### src/rtl/lc3_control_fsm.sv
// Multi-cycle LC-3 control unit: fetch/decode/execute sequencing driving datapath strobes.
// Optional macro LC3_TRAP_EN adds the TRAP sequence; otherwise opcode 1111 halts.
module lc3_control_fsm (
    input  logic        clk,
    input  logic        reset,
    input  logic [15:0] IR,
    input  logic        N,
    input  logic        Z,
    input  logic        P,
    output logic [1:0]  aluControl,
    output logic [2:0]  SR1,
    output logic [2:0]  SR2,
    output logic [2:0]  DR,
    output logic [1:0]  selPC,
    output logic        selEAB1,
    output logic [1:0]  selEAB2,
    output logic        selMAR,
    output logic        selMDR,
    output logic        enaALU,
    output logic        enaMARM,
    output logic        enaPC,
    output logic        enaMDR,
    output logic        ldPC,
    output logic        ldIR,
    output logic        ldMAR,
    output logic        ldMDR,
    output logic        regWE,
    output logic        flagWE,
    output logic        memWE,
    output logic        halted
);

    localparam int unsigned OP_W = 4;

    localparam logic [OP_W-1:0] OP_BR   = 4'h0;
    localparam logic [OP_W-1:0] OP_ADD  = 4'h1;
    localparam logic [OP_W-1:0] OP_LD   = 4'h2;
    localparam logic [OP_W-1:0] OP_ST   = 4'h3;
    localparam logic [OP_W-1:0] OP_JSR  = 4'h4;
    localparam logic [OP_W-1:0] OP_AND  = 4'h5;
    localparam logic [OP_W-1:0] OP_LDR  = 4'h6;
    localparam logic [OP_W-1:0] OP_STR  = 4'h7;
    localparam logic [OP_W-1:0] OP_NOT  = 4'h9;
    localparam logic [OP_W-1:0] OP_LDI  = 4'hA;
    localparam logic [OP_W-1:0] OP_STI  = 4'hB;
    localparam logic [OP_W-1:0] OP_JMP  = 4'hC;
    localparam logic [OP_W-1:0] OP_LEA  = 4'hE;
`ifdef LC3_TRAP_EN
    localparam logic [OP_W-1:0] OP_TRAP = 4'hF;
`endif

    typedef enum logic [4:0] {
        S_FETCH0, S_FETCH1, S_FETCH2, S_DECODE,
        S_ALU, S_BR, S_JMP, S_JSR0, S_JSR1,
        S_ADDR, S_IND0, S_IND1, S_LD0, S_LD1, S_ST0, S_ST1, S_LEA,
`ifdef LC3_TRAP_EN
        S_TRAP0, S_TRAP1, S_TRAP2, S_TRAP3,
`endif
        S_HALT
    } state_t;

    state_t state_q, state_d;

    logic [OP_W-1:0] opcode;
    logic            br_take;
    logic            mem_ind;
    logic            mem_store;
    logic            mem_base;
    logic            unused_ir;

    assign opcode    = IR[15:12];
    assign br_take   = (IR[11] & N) | (IR[10] & Z) | (IR[9] & P);
    // Memory-op class bits: IR[15] indirect, IR[12] store, IR[14] base+offset.
    assign mem_ind   = IR[15];
    assign mem_store = IR[12];
    assign mem_base  = IR[14];
    assign unused_ir = ^IR[5:3];

    always_ff @(posedge clk or negedge reset) begin
        if (!reset) state_q <= S_FETCH0;
        else        state_q <= state_d;
    end

    always_comb begin
        state_d    = state_q;
        aluControl = 2'd0;
        SR1        = 3'd0;
        SR2        = 3'd0;
        DR         = 3'd0;
        selPC      = 2'd0;
        selEAB1    = 1'b0;
        selEAB2    = 2'd0;
        selMAR     = 1'b0;
        selMDR     = 1'b0;
        enaALU     = 1'b0;
        enaMARM    = 1'b0;
        enaPC      = 1'b0;
        enaMDR     = 1'b0;
        ldPC       = 1'b0;
        ldIR       = 1'b0;
        ldMAR      = 1'b0;
        ldMDR      = 1'b0;
        regWE      = 1'b0;
        flagWE     = 1'b0;
        memWE      = 1'b0;
        halted     = 1'b0;

        case (state_q)
            S_FETCH0: begin
                enaPC = 1'b1; ldMAR = 1'b1; ldPC = 1'b1;
                state_d = S_FETCH1;
            end
            S_FETCH1: begin
                ldMDR = 1'b1; selMDR = 1'b1;
                state_d = S_FETCH2;
            end
            S_FETCH2: begin
                enaMDR = 1'b1; ldIR = 1'b1;
                state_d = S_DECODE;
            end
            S_DECODE: begin
                case (opcode)
                    OP_ADD, OP_AND, OP_NOT:                 state_d = S_ALU;
                    OP_BR:                                  state_d = S_BR;
                    OP_JMP:                                 state_d = S_JMP;
                    OP_JSR:                                 state_d = S_JSR0;
                    OP_LEA:                                 state_d = S_LEA;
                    OP_LD, OP_ST, OP_LDI, OP_STI, OP_LDR, OP_STR: state_d = S_ADDR;
`ifdef LC3_TRAP_EN
                    OP_TRAP:                                state_d = S_TRAP0;
`endif
                    default:                                state_d = S_HALT;
                endcase
            end
            S_ALU: begin
                enaALU = 1'b1; regWE = 1'b1; flagWE = 1'b1;
                DR = IR[11:9]; SR1 = IR[8:6]; SR2 = IR[2:0];
                if (opcode == OP_ADD)      aluControl = 2'd1;
                else if (opcode == OP_AND) aluControl = 2'd2;
                else                       aluControl = 2'd3;
                state_d = S_FETCH0;
            end
            S_BR: begin
                if (br_take) begin
                    ldPC = 1'b1; selPC = 2'd1; selEAB2 = 2'd2;
                end
                state_d = S_FETCH0;
            end
            S_JMP: begin
                ldPC = 1'b1; selPC = 2'd1; selEAB1 = 1'b1; SR1 = IR[8:6];
                state_d = S_FETCH0;
            end
            S_JSR0: begin
                enaPC = 1'b1; regWE = 1'b1; DR = 3'd7;
                state_d = S_JSR1;
            end
            S_JSR1: begin
                ldPC = 1'b1; selPC = 2'd1;
                if (IR[11]) begin
                    selEAB2 = 2'd3;
                end else begin
                    selEAB1 = 1'b1; SR1 = IR[8:6];
                end
                state_d = S_FETCH0;
            end
            S_ADDR: begin
                enaMARM = 1'b1; ldMAR = 1'b1;
                if (mem_base) begin
                    selEAB1 = 1'b1; selEAB2 = 2'd1; SR1 = IR[8:6];
                end else begin
                    selEAB2 = 2'd2;
                end
                if (mem_ind)        state_d = S_IND0;
                else if (mem_store) state_d = S_ST0;
                else                state_d = S_LD0;
            end
            S_IND0: begin
                ldMDR = 1'b1; selMDR = 1'b1;
                state_d = S_IND1;
            end
            S_IND1: begin
                enaMDR = 1'b1; ldMAR = 1'b1;
                state_d = mem_store ? S_ST0 : S_LD0;
            end
            S_LD0: begin
                ldMDR = 1'b1; selMDR = 1'b1;
                state_d = S_LD1;
            end
            S_LD1: begin
                enaMDR = 1'b1; regWE = 1'b1; flagWE = 1'b1; DR = IR[11:9];
                state_d = S_FETCH0;
            end
            S_ST0: begin
                enaALU = 1'b1; SR1 = IR[11:9]; ldMDR = 1'b1;
                state_d = S_ST1;
            end
            S_ST1: begin
                memWE = 1'b1;
                state_d = S_FETCH0;
            end
            S_LEA: begin
                enaMARM = 1'b1; selEAB2 = 2'd2; regWE = 1'b1; DR = IR[11:9];
                state_d = S_FETCH0;
            end
`ifdef LC3_TRAP_EN
            S_TRAP0: begin
                enaPC = 1'b1; regWE = 1'b1; DR = 3'd7;
                state_d = S_TRAP1;
            end
            S_TRAP1: begin
                enaMARM = 1'b1; selMAR = 1'b1; ldMAR = 1'b1;
                state_d = S_TRAP2;
            end
            S_TRAP2: begin
                ldMDR = 1'b1; selMDR = 1'b1;
                state_d = S_TRAP3;
            end
            S_TRAP3: begin
                enaMDR = 1'b1; ldPC = 1'b1; selPC = 2'd2;
                state_d = S_FETCH0;
            end
`endif
            S_HALT: begin
                halted = 1'b1;
            end
            default: begin
                state_d = S_FETCH0;
            end
        endcase

        // Reset holds the state at FETCH0; suppress its strobes until release.
        if (!reset) begin
            {aluControl, SR1, SR2, DR, selPC, selEAB1, selEAB2, selMAR, selMDR,
             enaALU, enaMARM, enaPC, enaMDR, ldPC, ldIR, ldMAR, ldMDR,
             regWE, flagWE, memWE, halted} = '0;
        end
    end

endmodule
### config.mk
export PLATFORM = sky130hd
export DESIGN_NAME = lc3_control_fsm
export DESIGN_NICKNAME = d
export VERILOG_FILES = /design/src/rtl/lc3_control_fsm.sv
export SDC_FILE = /design/constraint.sdc
export NUM_CORES = 1
export LEC_CHECK = 0
export ABC_AREA = 1
export CORE_MARGIN = 2
export CORE_UTILIZATION = 42
export CTS_CLUSTER_SIZE = 28
export DETAILED_ROUTE_END_ITERATION = 8
export PLACE_DENSITY = 0.87
export RECOVER_POWER = 50
export SLEW_MARGIN = 10
export SYNTH_ARGS = -nofsm -noshare
export SYNTH_HDL_FRONTEND = slang
export SYNTH_SLANG_ARGS = --single-unit
### constraint.sdc
create_clock -name clk -period 4.5 [get_ports clk]
set_clock_uncertainty 0.1 [all_clocks]
set_input_delay 1.35 -clock clk [delete_from_list [all_inputs] [get_ports clk]]
set_output_delay 1.35 -clock clk [all_outputs]
set_load 0.005 [all_outputs]
==> Word-level counts from Yosys, hierarchy flattened <==
Memories as Yosys holds them, arrays and structs flattened.
Cells that the tools add are included.
Widths: inputs -> output; s select.
{ "totals": {"n_memories": 1, "rom_bits": 80, "regBits": 5} }
{ "op_classes": {"n_eq_ne": 19, "reduce_logical": 14, "muxes": 54, "bitwise_logic": 5} }
{ "mem_list": {"columns": ["name", "depth", "width", "read_ports", "rd_ports_with_merged_regs", "write_ports", "line", "text"], "rows": [
  ["(name not given)", 16, 5, 1, 0, 0, "122", "case (opcode)"]
]} }
{ "op_table": {"columns": ["cell", "n"], "rows": [
  ["$pmux 5 s11", 1],
  ["$eq 5x4->1 const B", 8],
  ["$mux 1", 31],
  ["$mux 3", 7],
  ["$eq 5x3->1 const B", 4],
  ["$mux 2", 9],
  ["$reduce_or 3->1", 5],
  ["$pmux 3 s4", 1],
  ["$reduce_or 2->1", 6],
  ["$eq 5x2->1 const B", 2],
  ["$eq 5x5->1 const B", 2],
  ["$pmux 2 s4", 1],
  ["$reduce_or 4->1", 2],
  ["$pmux 3 s2", 1],
  ["$eq 5x1->1 const B", 1],
  ["$logic_not 5->1", 1],
  ["$eq 4x1->1 const B", 1],
  ["$eq 4x3->1 const B", 1],
  ["$pmux 1 s2", 2],
  ["$and 1x1->1", 3],
  ["$pmux 1 s3", 1],
  ["$or 1x1->1", 2]
]} }

==> Depth between registers and ports, before layout <==
Gate-level depths: netlist (run 1).
{ "logic_depth": {"word_depth": 6, "ltp_mapped": 8, "ltp_nobuf": 7} }

==> Worst setup path before layout (run 1) <==
No wires, ideal clock.
{ "synth_path": {"path_type": "input to output", "startpoint": "input port IR[11]", "endpoint": "output port selEAB2[1]", "path_buffers": 1, "cell_stages": 7, "setup_slack_ns": 1.084, "t_arrival_ns": 1.966, "cell_sequence": "clkbuf_1 > nand2_1 > nand3_1 > nand2_1 > nand2_1 > nor2_1 > nor2_1"} }
{ "synth_between": {"elab_chain_cells": 6} }
{ "synth_lines": {"columns": ["item", "line", "text"], "rows": [
  ["start: declaration", "6", "input logic [15:0] IR,"],
  ["$and 1x1->1", "72", "assign br_take = (IR[11] & N) | (IR[10] & Z) | (IR[9] & P);"],
  ["$or 1x1->1 (2 in a row)", "72", null],
  ["$mux 2", "144", "if (br_take) begin"],
  ["$pmux 2 s4 *", "108", "case (state_q)"],
  ["$mux 2 *", "232", "if (!reset) begin"],
  ["end: declaration", "16", "output logic [1:0] selEAB2,"]
]} }
Every way passes the cells marked *; elsewhere a longest branch is shown, timed or not.

==> Final worst setup path (run 1) <==
{ "layout_path": {"startpoint": "input port IR[13]", "endpoint": "output port aluControl[1]"} }
{ "layout_between": {"elab_chain_cells": 4} }
{ "layout_lines": {"columns": ["item", "line", "text"], "rows": [
  ["$eq 4x1->1", "138", "if (opcode == OP_ADD) aluControl = 2'd1;"],
  ["$mux 2", "138", null],
  ["$mux 2", "108", null],
  ["$mux 2", "232", null],
  ["end: declaration", "10", "output logic [1:0] aluControl,"]
]} }
No other way between the ends.

==> results list, run 1 <==
- The most critical setup path has its endpoint at aluControl[1].
- The tightest hold path in the finished design has a slack of 0.6032 ns.
- CTS tree: done
- Number of antenna violations at the first check in global routing: 0
* Number of rows in the core area: 16
- Startpoint class of the critical path: input port
* Fraction of the yosys area taken by sequential cells: 0.1351
- More flip-flops sit in one register than any other, and that register is state_q.
- Synthesized netlist cell count: 190
- For the pin with the worst max-slew slack, the measured transition is 0.5112 ns.
- Largest registers: state_q: 5 flops
- Compared with the post-synthesis result, the final layout area differs by 57.16%.
* Routability cong.: 0.9248
* Post-detailed-route wirelength per cell: 12.15 um
- Of the total synthesized cell area, the portion taken by full adders, half adders and majority gates is 0.
- Post-layout worst setup margin: 0.1826 ns
* Vias after detailed routing: 1377
* TritonCTS sink count: 5
- Number of top-level design ports: 51
- The wire-length estimate of the detail-placed layout is 2564 um.
- In this run the number of H-tree levels came out at 1.
* Synth Area per Inst: 4.873 um^2
* Area share of and/or/nand/nor cells after synthesis: 0.5743
* Port buffer count: 45
* Core Box Area: 2022 um^2
* Count of max-cap constraint violations: 0
- Largest buffer count on any clock path: 2
- Total GRT Usage: 0.2643
- TritonCTS Buffers: 3
* Main combinational cell family by area after synthesis: simple AND/OR/NAND/NOR gates
- Average via count per standard cell: 5.138
* Register bit total from synthesis: 5
- The initial utilization of the core area, before any placement, comes to 0.4579.
* Global-route wire length before repair: 5326 um
* Highest net fanout along the worst path: 4
- Setup repair after global routing missed its margin: no
* Number of nets in the final layout: 263
- Leading post-synthesis cells by cell area: sky130_fd_sc_hd__nand2_1 21%, sky130_fd_sc_hd__nor2_1 15%, sky130_fd_sc_hd__dfrtp_1 14%
- Die X: 50.95 um
- Layout fillers: 193
- CTS root buffer: sky130_fd_sc_hd__clkbuf_4
- Hold-critical path depth: 2
- Number of flip-flops in the largest register: 5
- For this run, the number of Yosys warnings is 0.
* Worst voltage drop across the vdd grid: 335.9 uV
- WL final: 3255 um
- Worst-path clk slew: 0.05 ns
- Total power divided by cell area: 360.9 nW/um^2
- Synthesized-area fraction occupied by ao, oa, aoi and oai cells: 0.1203
- Via count of the first global-routing pass: 1241
- Overflow left after global routing: 0
* Part of the cycle the worst path needs: 0.9594
- Type of the most critical hold path: reg -> reg
- The routed design could run at a clock period as short as 4.317 ns.
* Number of detailed-route iterations in the first pass: 4
- STA classifies the critical path endpoint as a primary output.
* Highest-count cells in the layout ignoring fill and taps: 52 x sky130_fd_sc_hd__nand2_1, 38 x sky130_fd_sc_hd__nor2_1, 32 x sky130_fd_sc_hd__inv_1, 32 x sky130_fd_sc_hd__clkdlybuf4s50_1, 21 x sky130_fd_sc_hd__nand3_1
- Multiplexer share of the synthesized area: 0
- Setup violations remaining at the end of the flow were counted as 0.
- The mapped netlist covers 925.9 um^2.
- The endpoint identified for the worst register-to-register timing path is state_q[2]$_DFFE_PN0P_.
- Post-route DRC: 0
* Register-to-register path setup slack: 2.79 ns
- Max frequency: 231.6 MHz
- The startpoint identified for the worst register-to-register timing path is state_q[2]$_DFFE_PN0P_.
* Maximum number of pins on one net before global-route repair: 16
- Required time at the worst-slack endpoint: 3.05 ns
- Post-CTS Setup Inserts: 0
- Total leakage power: 0.8282 nW
- The later pin in the worst-skew pair is clocked with a latency of 0.25 ns.
- Leaving out fill and tap cells, the most frequent cell in the layout is sky130_fd_sc_hd__nand2_1.
- Hold-fix buffer count after cts: 0
- OpenSTA, run right after detailed placement, puts the worst setup slack at -0.03352 ns.
- The share of synthesized area in the top cell type comes to 0.2108.
* Sum of negative setup slack: 0 ns
- Number of pins with negative max-slew slack in the final report: 0
* Fraction of layout instances using a drive strength above 1: 0.04979
* Synth area leader: sky130_fd_sc_hd__nand2_1
* Run status: finished, final reports clean
- The number of antenna diodes in the final layout is 0.
- In this run the tightest slew margin relative to its limit is 0.6588.
- Path type of the worst setup path: in -> out
- Die area: 2596 um^2
- For this block, the initial DRC count from the detailed router was 45.
* Number of hold violations in the final report: 0
- In this run the worst setup path begins at IR[13].
- Of the total synthesized cell area, the portion taken by XOR and XNOR cells is 0.
- Antenna violation net count after detailed routing: 0
* Worst path arrival time: 2.87 ns
- Counting cells, the worst reg-to-reg path comes to 8.
* Height of the die: 50.95 um
* Cell variety after synth: 18
## power by group
| part | switching, W | internal (W) |
|---|---|---|
| clock | 0.0000222 | 0.0000338 |
| combinational | 0.000223 | 0.000153 |
| sequential | 0.0000299 | 0.0000629 |
## worst min path at each step
| stage | endpoint | startpoint | slack (ns) |
|---|---|---|---|
| after floorplan | state_q[4]$_DFFE_PN0P_ | state_q[4]$_DFFE_PN0P_ | 0.51 |
| after global placement | state_q[3]$_DFFE_PN0P_ | state_q[1]$_DFFE_PN0P_ | 0.58 |
| after detailed placement | state_q[3]$_DFFE_PN0P_ | state_q[1]$_DFFE_PN0P_ | 0.59 |
| after CTS | state_q[4]$_DFFE_PN0P_ | state_q[4]$_DFFE_PN0P_ | 0.60 |
| after global routing | state_q[4]$_DFFE_PN0P_ | state_q[4]$_DFFE_PN0P_ | 0.64 |
| final | state_q[4]$_DFFE_PN0P_ | state_q[4]$_DFFE_PN0P_ | 0.60 |
## critical path: stages
cell	delay (ns)
sky130_fd_sc_hd__dlygate4sd3_1	0.60
sky130_fd_sc_hd__inv_1	0.08
sky130_fd_sc_hd__nand2_1	0.08
sky130_fd_sc_hd__nor2_1	0.06
sky130_fd_sc_hd__a21oi_1	0.17
sky130_fd_sc_hd__clkdlybuf4s50_1	0.52
## layer usage
metal  vias up  GRT usage  share of wire
met2        69     0.4784           0.49
li1        702          -              -
met1       600     0.3256           0.42
met3         6    0.01462          0.076
met4         0    0.09910          0.014
met5         -          0              0
## final cells by class
class                      count  area (um^2)  area share
tap                           27        33.78     0.02322
inverter                      33        123.9     0.08512
clock buffer                   4        26.28     0.01806
multi-input combinational    148        650.6      0.4471
sequential                     5        125.1     0.08598
timing repair buffer          51        495.5      0.3405
## cell usage after synthesis
cell type	n
sky130_fd_sc_hd__clkbuf_1	1
sky130_fd_sc_hd__nand2_1	52
sky130_fd_sc_hd__buf_4	3
sky130_fd_sc_hd__o21ai_0	5
sky130_fd_sc_hd__nor3_1	3
sky130_fd_sc_hd__nor2_2	2
sky130_fd_sc_hd__dfrtp_1	5
sky130_fd_sc_hd__nor2_4	1
sky130_fd_sc_hd__conb_1	1
sky130_fd_sc_hd__nand4_1	8
sky130_fd_sc_hd__inv_2	1
sky130_fd_sc_hd__nand3_1	21
sky130_fd_sc_hd__o2111ai_1	1
sky130_fd_sc_hd__inv_1	32
sky130_fd_sc_hd__nor2_1	38
sky130_fd_sc_hd__a21oi_1	13
sky130_fd_sc_hd__a31oi_1	2
sky130_fd_sc_hd__buf_1	1
## metrics by stage
| step | util | std cells | cell area, um^2 | total power, W |
|---|---|---|---|---|
| after floorplan | - | 191 | 929.6 | 0.0003122 |
| after global placement | 0.7067 | 264 | 1429 | 0.0004622 |
| after detailed placement | 0.7067 | 264 | 1429 | 0.0004693 |
| after CTS | 0.7191 | 268 | 1454 | 0.0005266 |
| after global routing | 0.7197 | 268 | 1455 | 0.0005786 |
| final | 0.7197 | 268 | 1455 | 0.0005252 |
## logic make-up after synthesis
family	Yosys count
flip-flops	5
AO/OA/AOI/OAI	21
buffers and inverters	38
AND/OR/NAND/NOR	125
other	1
## timing repair
action	4_1_cts	5_1_grt
setup endpoints to repair	4	2
gates resized for setup	1	2
pin swaps	0	0
Note: power is estimated with default switching activity, not from simulation.
==> run 2: changes to the inputs <==
- CORE_UTILIZATION: 42 -> 39
- PLACE_DENSITY: 0.87 -> 0.82
- clock period: 4.5 -> 4.4 ns (I/O delays scaled with it)
==> results list, run 2 (synthesis gave the netlist of run 1 again) <==
- The ratio of routed vias to standard cells was 5.154 (+0.32%).
- The met1 wire length was 1326 um (-3.3%).
- Largest buffer count on any clock path: 2 (unchanged)
- Seq. cell area: 125.1 um^2 (unchanged)
* Worst voltage drop across the vdd grid: 336.5 uV (+0.17%)
- TritonCTS Buffers: 3 (unchanged)
- Comb power frac: 0.719 (+0.002)
* Initial Utilization: 0.4146 (-0.04336)
- The leakage power summed over all cells came to 0.8180 nW (-1.2%).
* CTS root buffer: sky130_fd_sc_hd__clkbuf_4
- H-Tree Depth: 1 (unchanged)
- Worst Reg-to-Reg Cells: 7 (-1)
- Port buffer count: 45 (unchanged)
* Type of the most critical hold path: reg -> reg
- Hold-fix buffer count after cts: 0 (unchanged)
* Area growth from synthesis to final layout: 60.54%
- STA classifies the critical path endpoint as a primary output.
* Most common cell after layout, fill and taps aside: sky130_fd_sc_hd__nand2_1
- The number of filler cells placed in the layout was 219 (+13%).
* Count of placed standard cells including taps: 266 (+0.76%)
- Setup repair after global routing left no endpoint under its margin.
- Number of top-level design ports: 51 (unchanged)
- TritonCTS sink count: 5 (unchanged)
- Total power divided by cell area: 361.5 nW/um^2 (+0.17%)
- Part of the cycle the worst path needs: 0.9689
- Multi-input logic area: 650.6 um^2 (unchanged)
- Portion of total power attributed to sequential cells: 0.179 (+0.002)
- Worst-path clk slew: 0.04 ns (about the same)
- The wire length after detailed routing was 3034 um (-6.8%).
- The pin count of the biggest net entering global routing came to 13 (-3).
- Clock network fraction of total power: 0.101 (-0.005)
- The detailed router used layers up to and including met4.
* Post-Route Hold Slack: 0.5836 ns (-0.01966 ns)
- The count of TritonRoute iterations in the first routing pass came to 5 (+1).
* Antenna violation net count after detailed routing: 0 (unchanged)
- The worst endpoint data arrival time came to 2.84 ns (-0.03 ns).
- The leftover overflow at the end of global routing was 0 (unchanged).
- The number of nets in the final layout is 266 (+1.1%).
- The number of diodes was 0 (unchanged).
* Number of flip-flops in the largest register: 5 (unchanged)
* Largest register by flop count: state_q
* Number of antenna violations at the first check in global routing: 0 (unchanged)
- Register-to-register path setup slack: 2.76 ns (-0.03 ns)
* Via count of the first global-routing pass: 1153 (-7.1%)
- Fraction of layout instances using a drive strength above 1: 0.06148 (+0.01168)
- The number of cells on the worst hold path came to 2 (unchanged).
* Post-DP HPWL: 2376 um (-7.3%)
- The post-layout instance count excluding filler cells was 272 (+1.5%).
* Max frequency: 234.6 MHz
- The worst setup path is of the in -> out kind.
- Die X: 52.73 um (+3.5%)
* Highest net fanout along the worst path: 7 (+3)
- The net switching share of the total power is 0.5131 (-0.01114).
- The final setup violation count is 0 (unchanged).
- The residual DRC count is 0 (unchanged).
* Required time at the worst-slack endpoint: 2.98 ns (-0.07 ns)
* Height of the die: 52.73 um (+3.5%)
- Counting I/O delays and the setup requirement, the final critical path takes 4.263 ns.
* Clock insertion delay at the later pin of the skew report: 0.25 ns (about the same)
- The initial detailed-routing violation count was 49 (+8.9%).
* Count of max-cap constraint violations: 0 (unchanged)
- Number of rows in the core area: 17 (+1)
- The core region area is 2233 um^2 (+10%).
* Number of pins with negative max-slew slack in the final report: 0 (unchanged)
- The total global-route track usage came to 0.2439 (-0.02036).
- The overall die area was 2780 um^2 (+7.1%).
- The first-pass GRT wire length was 5057 um (-5.1%).
- Detail Route met2 WL: 1369 um (-14%)
- Routability cong.: 0.8851 (-4.3%)
- The library cells used most frequently in the layout, excluding fill and tap cells, are 52 x sky130_fd_sc_hd__nand2_1, 38 x sky130_fd_sc_hd__nor2_1, 37 x sky130_fd_sc_hd__clkdlybuf4s50_1, 31 x sky130_fd_sc_hd__inv_1, 21 x sky130_fd_sc_hd__nand3_1.
* Post-detailed-route wirelength per cell: 11.15 um (-8.2%)
* Cell Int Power: 0.0002617 W (+4.7%)
- Largest registers: state_q: 5 flops
- Met3 wire len: 291 um (+17%)
- Run status: finished, final reports clean
- Net switching power of the design: 0.0002757 W (+0.14%)
- The total number of vias is 1402 (+1.8%).
- STA classifies the critical path startpoint as an input port.
* Number of hold violations in the final report: 0 (unchanged)
- CTS tree: done
==> run 2: cell count changes in the layout (fill, tap and decap cells not counted), sizes merged <==
cell           delta
clkdlybuf4s50     +5
clkinvlp          +1
dlymetal6s2s      -2
inv               -1
dlygate4sd3       -3
buf               +3
==> run 2: what timing repair did <==
action / in CTS / in global routing
endpoints found under the setup margin: 4 / 0
setup buffers: 2 / 0
hold endpoints to repair: 0 / 0
gates resized for setup: 2 / 0
==> run 2: path summary, 6_finish.rpt <==
check	startpoint	to
min	state_q[1]$_DFFE_PN0P_	state_q[3]$_DFFE_PN0P_
min in group asynchronous	reset	state_q[2]$_DFFE_PN0P_
max	IR[14]	selEAB2[1]
min reg2reg	state_q[1]$_DFFE_PN0P_	state_q[3]$_DFFE_PN0P_
max reg2reg	state_q[4]$_DFFE_PN0P_	state_q[1]$_DFFE_PN0P_
max in group asynchronous	reset	state_q[0]$_DFFE_PN0P_
==> run 2: power groups by stage <==
stage,Clock (W),Combinational [W],Sequential (W)
2_1_floorplan,0,0.000229,0.0000899
3_3_place_gp,0,0.000382,0.0000951
3_5_place_dp,0,0.000383,0.0000959
4_1_cts,0.0000560,0.000388,0.0000951
5_1_grt,0.0000624,0.000439,0.000100
6_report,0.0000545,0.000386,0.0000964
==> run 2: worst max-delay path, cell delays in order <==
cell and delay [ns]:
sky130_fd_sc_hd__clkdlybuf4s50_1 0.54, sky130_fd_sc_hd__inv_1 0.17, sky130_fd_sc_hd__nand3_1 0.11, sky130_fd_sc_hd__nand2_1 0.08, sky130_fd_sc_hd__nor2_1 0.05, sky130_fd_sc_hd__nor2_1 0.08, sky130_fd_sc_hd__clkdlybuf4s50_1 0.50
==> run 2: layer usage <==
metal	GRT usage	vias to the layer above
met2	0.4063	81
met3	0.06571	6
met4	0.07692	0
met1	0.3019	604
li1	-	711
met5	0	-
==> run 2: layout make-up <==
| type | instances | share of cell area |
|---|---|---|
| flip-flops and latches | 5 | 0.08417 |
| inverters | 33 | 0.08586 |
| multi-input cells | 148 | 0.4377 |
| well taps | 28 | 0.02357 |
| clock buffers | 4 | 0.01768 |
| repair buffers | 54 | 0.3510 |
==> run 2: through the flow <==
step	total power [W]	instance area [um^2]	util	setup slack (ns)	setup TNS (ns)
after floorplan	0.0003193	929.6	-	1.044	0
after global placement	0.0004770	1438	0.6437	-0.02514	-0.03826
after detailed placement	0.0004786	1438	0.6437	-0.03128	-0.06170
after CTS	0.0005388	1494	0.6689	0.1193	0
after global routing	0.0006010	1486	0.6655	0.02534	0
final	0.0005374	1486	0.6655	0.1368	0
==> run 3: changes to the inputs <==
--- a/config.mk
+++ b/config.mk
@@ -7,5 +7,4 @@
 export LEC_CHECK = 0
 export ABC_AREA = 1
-export CORE_MARGIN = 2
 export CORE_UTILIZATION = 39
 export CTS_CLUSTER_SIZE = 28
==> constraint.sdc (replaced) <==
create_clock -name clk -period 4.4 [get_ports clk]
set_clock_uncertainty 0.1 [all_clocks]
set_input_delay 0.88 -clock clk [delete_from_list [all_inputs] [get_ports clk]]
set_output_delay 0.88 -clock clk [all_outputs]
set_load 0.005 [all_outputs]
==> results list, run 3 (synthesis gave the netlist of run 1 again) <==
- Hold-critical path depth: 2 (unchanged)
* Register-to-register path setup slack: 2.40 ns (-0.36 ns)
- Most common cell after layout, fill and taps aside: sky130_fd_sc_hd__nand2_1
* Area growth from synthesis to final layout: 52.84%
- The leftover overflow at the end of global routing came to 0 (unchanged).
- Cts repair resizes: 0 (-2)
- The final clock period utilization by the worst path is 0.8794 (-0.08948).
- The maximum fanout count along the critical path is 8 (+1).
* Post-route DRC: 0 (unchanged)
- Worst reg2reg startpoint: state_q[2]$_DFFE_PN0P_
* Antenna violation net count after detailed routing: 0 (unchanged)
* Worst min-delay path endpoint: state_q[3]$_DFFE_PN0P_
- Clock tree synthesis selected as its root buffer the cell sky130_fd_sc_hd__clkbuf_4.
- The register area is 125.1 um^2 (unchanged).
- The net switching share of the total power is 0.5216 (+0.008510).
* Maximum number of pins on one net before global-route repair: 16 (+3)
* Comb power frac: 0.713 (-0.006)
* Die area: 2573 um^2 (-7.4%)
- The number of buffers on the longest clock path is 2 (unchanged).
- The number of top-level pins is 51 (unchanged).
- Count of buffering cells on the critical path with inverters included: 3 (unchanged)
- Total leakage power: 0.7848 nW (-4.1%)
* Path type of the worst setup path: in -> out
- Post-CTS Setup Inserts: 0 (-2)
- Setup repair after global routing missed its margin: no
- The worst endpoint data arrival time is 2.89 ns (+0.05 ns).
* TritonCTS Buffers: 3 (unchanged)
- Net switching power of the design: 0.0002732 W (-0.91%)
- Number of antenna violations at the first check in global routing: 0 (unchanged)
- Counting flops per register, the top entry is state_q.
- The CTS clock-pin slew for the worst setup and hold paths came to 0.05 ns (about the same).
- Layout fillers: 248 (+13%)
- Hold wc startpoint: state_q[1]$_DFFE_PN0P_
- Startpoint of the most critical setup path: reset
- CTS tree: done
* ANT cells: 0 (unchanged)
- Max frequency: 258.4 MHz (+10%)
- Hold-fix buffer count after cts: 0 (unchanged)
- Die X: 50.73 um (-3.8%)
- Run status: finished, final reports clean
* Crit-path leading delay family: buffers and inverters
- Worst voltage drop across the vdd grid: 451.5 uV (+34%)
- The initial detailed-routing violation count was 43 (-12%).
* Core Box Area: 2233 um^2 (unchanged)
- Tmin final: 3.869 ns (-0.3937 ns)
* Slowest cell delay on critical path: 0.63 ns (+0.09 ns)
* Highest-count cells in the layout ignoring fill and taps: 52 x sky130_fd_sc_hd__nand2_1, 38 x sky130_fd_sc_hd__nor2_1, 34 x sky130_fd_sc_hd__clkdlybuf4s50_1, 32 x sky130_fd_sc_hd__inv_1, 21 x sky130_fd_sc_hd__nand3_1
- Post-detailed-route wirelength per cell: 11.15 um (about the same)
- The number of hold violations in the final report is 0 (unchanged).
- Cell breakdown of the critical path: dlygate4sd3_1 -> clkbuf_1 -> nand2_1 -> nor2_1 -> nor2_1 -> a21oi_1 -> clkdlybuf4s50_1
* Total power divided by cell area: 370.1 nW/um^2 (+2.4%)
- The total of max-cap violations was 0 (unchanged).
* Initial Utilization: 0.4146 (unchanged)
* Post-DP HPWL: 2295 um (-3.4%)
- Required time at the worst-slack endpoint: 3.42 ns (+0.44 ns)
* H-Tree Depth: 1 (unchanged)
* Number of pins with negative max-slew slack in the final report: 0 (unchanged)
- Port buffer count: 45 (unchanged)
- The row count was 17 (unchanged).
- The die span in y is 50.73 um (-3.8%).
- For the pin with the worst max-slew slack, the measured transition is 0.8833 ns.
* Cell type of the slowest stage on the worst timing path: sky130_fd_sc_hd__dlygate4sd3_1
- Clock network fraction of total power: 0.100 (about the same)
* Average via count per standard cell: 5.212 (+1.1%)
- Largest registers: state_q: 5 flops
- The tightest min-delay check is of the reg -> reg type.
- Routability cong.: 0.9109 (+2.9%)
- Total GRT Usage: 0.2524 (+0.008423)
* TritonCTS sink count: 5 (unchanged)
* Vias after detailed routing: 1376 (-1.9%)
- The worst setup path is captured at a primary output.
* Cell Int Power: 0.0002506 W (-4.2%)
* WL final: 2944 um (-3.0%)
- Cell mode on critical path: sky130_fd_sc_hd__nor2_1
- Via count of the first global-routing pass: 1176 (+2.0%)
- The layout cell share with drive strength beyond 1 is 0.02966 (-0.03181).
- The worst pin sits at a relative slew slack of 0.4090.
- The worst register-to-register path ends at state_q[2]$_DFFE_PN0P_.
- Final-report setup violation count: 0 (unchanged)
- Sum of negative setup slack: 0 ns (unchanged)
- Overall power of the completed layout: 0.0005238 W (-2.5%)
- Number of nets in the final layout: 258 (-3.0%)
- The footprint of the multi-input gates was 650.6 um^2 (unchanged).
* Number of detailed-route iterations in the first pass: 5 (unchanged)
* Global-route wire length before repair: 4954 um (-2.0%)
- The number of cells on the worst reg-to-reg path is 7 (unchanged).
- The portion of total power attributed to sequential cells was 0.187 (+0.008).
- STA classifies the critical path startpoint as an input port.
* Number of flip-flops in the largest register: 5 (unchanged)
* Clock insertion delay at the later pin of the skew report: 0.24 ns (about the same)
run 3: per-stage QoR:
step	cell area [um^2]	worst slack [ns]	instances	utilization	hold WS, ns
after floorplan	929.6	1.924	191	-	0.4844
after global placement	1393	0.7754	260	0.6235	0.5911
after detailed placement	1393	0.7750	260	0.6235	0.6057
after CTS	1419	0.7743	264	0.6353	0.6048
after global routing	1415	0.3308	264	0.6336	0.6342
final	1415	0.5306	264	0.6336	0.6140
run 3: area by class of cell:
cell class | instances | share of cell area
Inverter | 33 | 0.08753
Multi-Input combinational cell | 148 | 0.4598
Clock buffer | 4 | 0.01857
Tap cell | 28 | 0.02476
Timing Repair Buffer | 46 | 0.3210
Sequential cell | 5 | 0.08842
run 3: worst register-to-register path: stages (launching register included):
cell                      delay, ns
sky130_fd_sc_hd__dfrtp_1       0.43
sky130_fd_sc_hd__inv_1         0.14
sky130_fd_sc_hd__nand2_1       0.06
sky130_fd_sc_hd__nor2_1        0.67
sky130_fd_sc_hd__nand2_1       0.27
sky130_fd_sc_hd__nand2_1       0.14
sky130_fd_sc_hd__a21oi_1       0.04
sky130_fd_sc_hd__nand2_1       0.08
run 3: worst max path at each step:
stage / to / cells past startpoint
2_1_floorplan: selEAB2[1] / 7
3_3_place_gp: DR[1] / 7
3_5_place_dp: DR[1] / 7
4_1_cts: DR[1] / 7
5_1_grt: aluControl[0] / 7
6_report: DR[1] / 7
run 3: power by group through the flow:
| stage | clock, W | combinational (W) | sequential (W) |
|---|---|---|---|
| after floorplan | 0 | 0.000229 | 0.0000899 |
| after global placement | 0 | 0.000372 | 0.0000964 |
| after detailed placement | 0 | 0.000376 | 0.0000974 |
| after CTS | 0.0000551 | 0.000379 | 0.0000966 |
| after global routing | 0.0000592 | 0.000421 | 0.000101 |
| final | 0.0000526 | 0.000373 | 0.0000978 |
run 3: per-layer routing:
| layer | GRT usage | vias up | share of wire |
|---|---|---|---|
| met5 | 0 | - | 0 |
| met3 | 0.05758 | 4 | 0.098 |
| met4 | 0.06481 | 0 | 0.0065 |
| met2 | 0.4467 | 83 | 0.48 |
| li1 | - | 691 | - |
| met1 | 0.3027 | 598 | 0.42 |
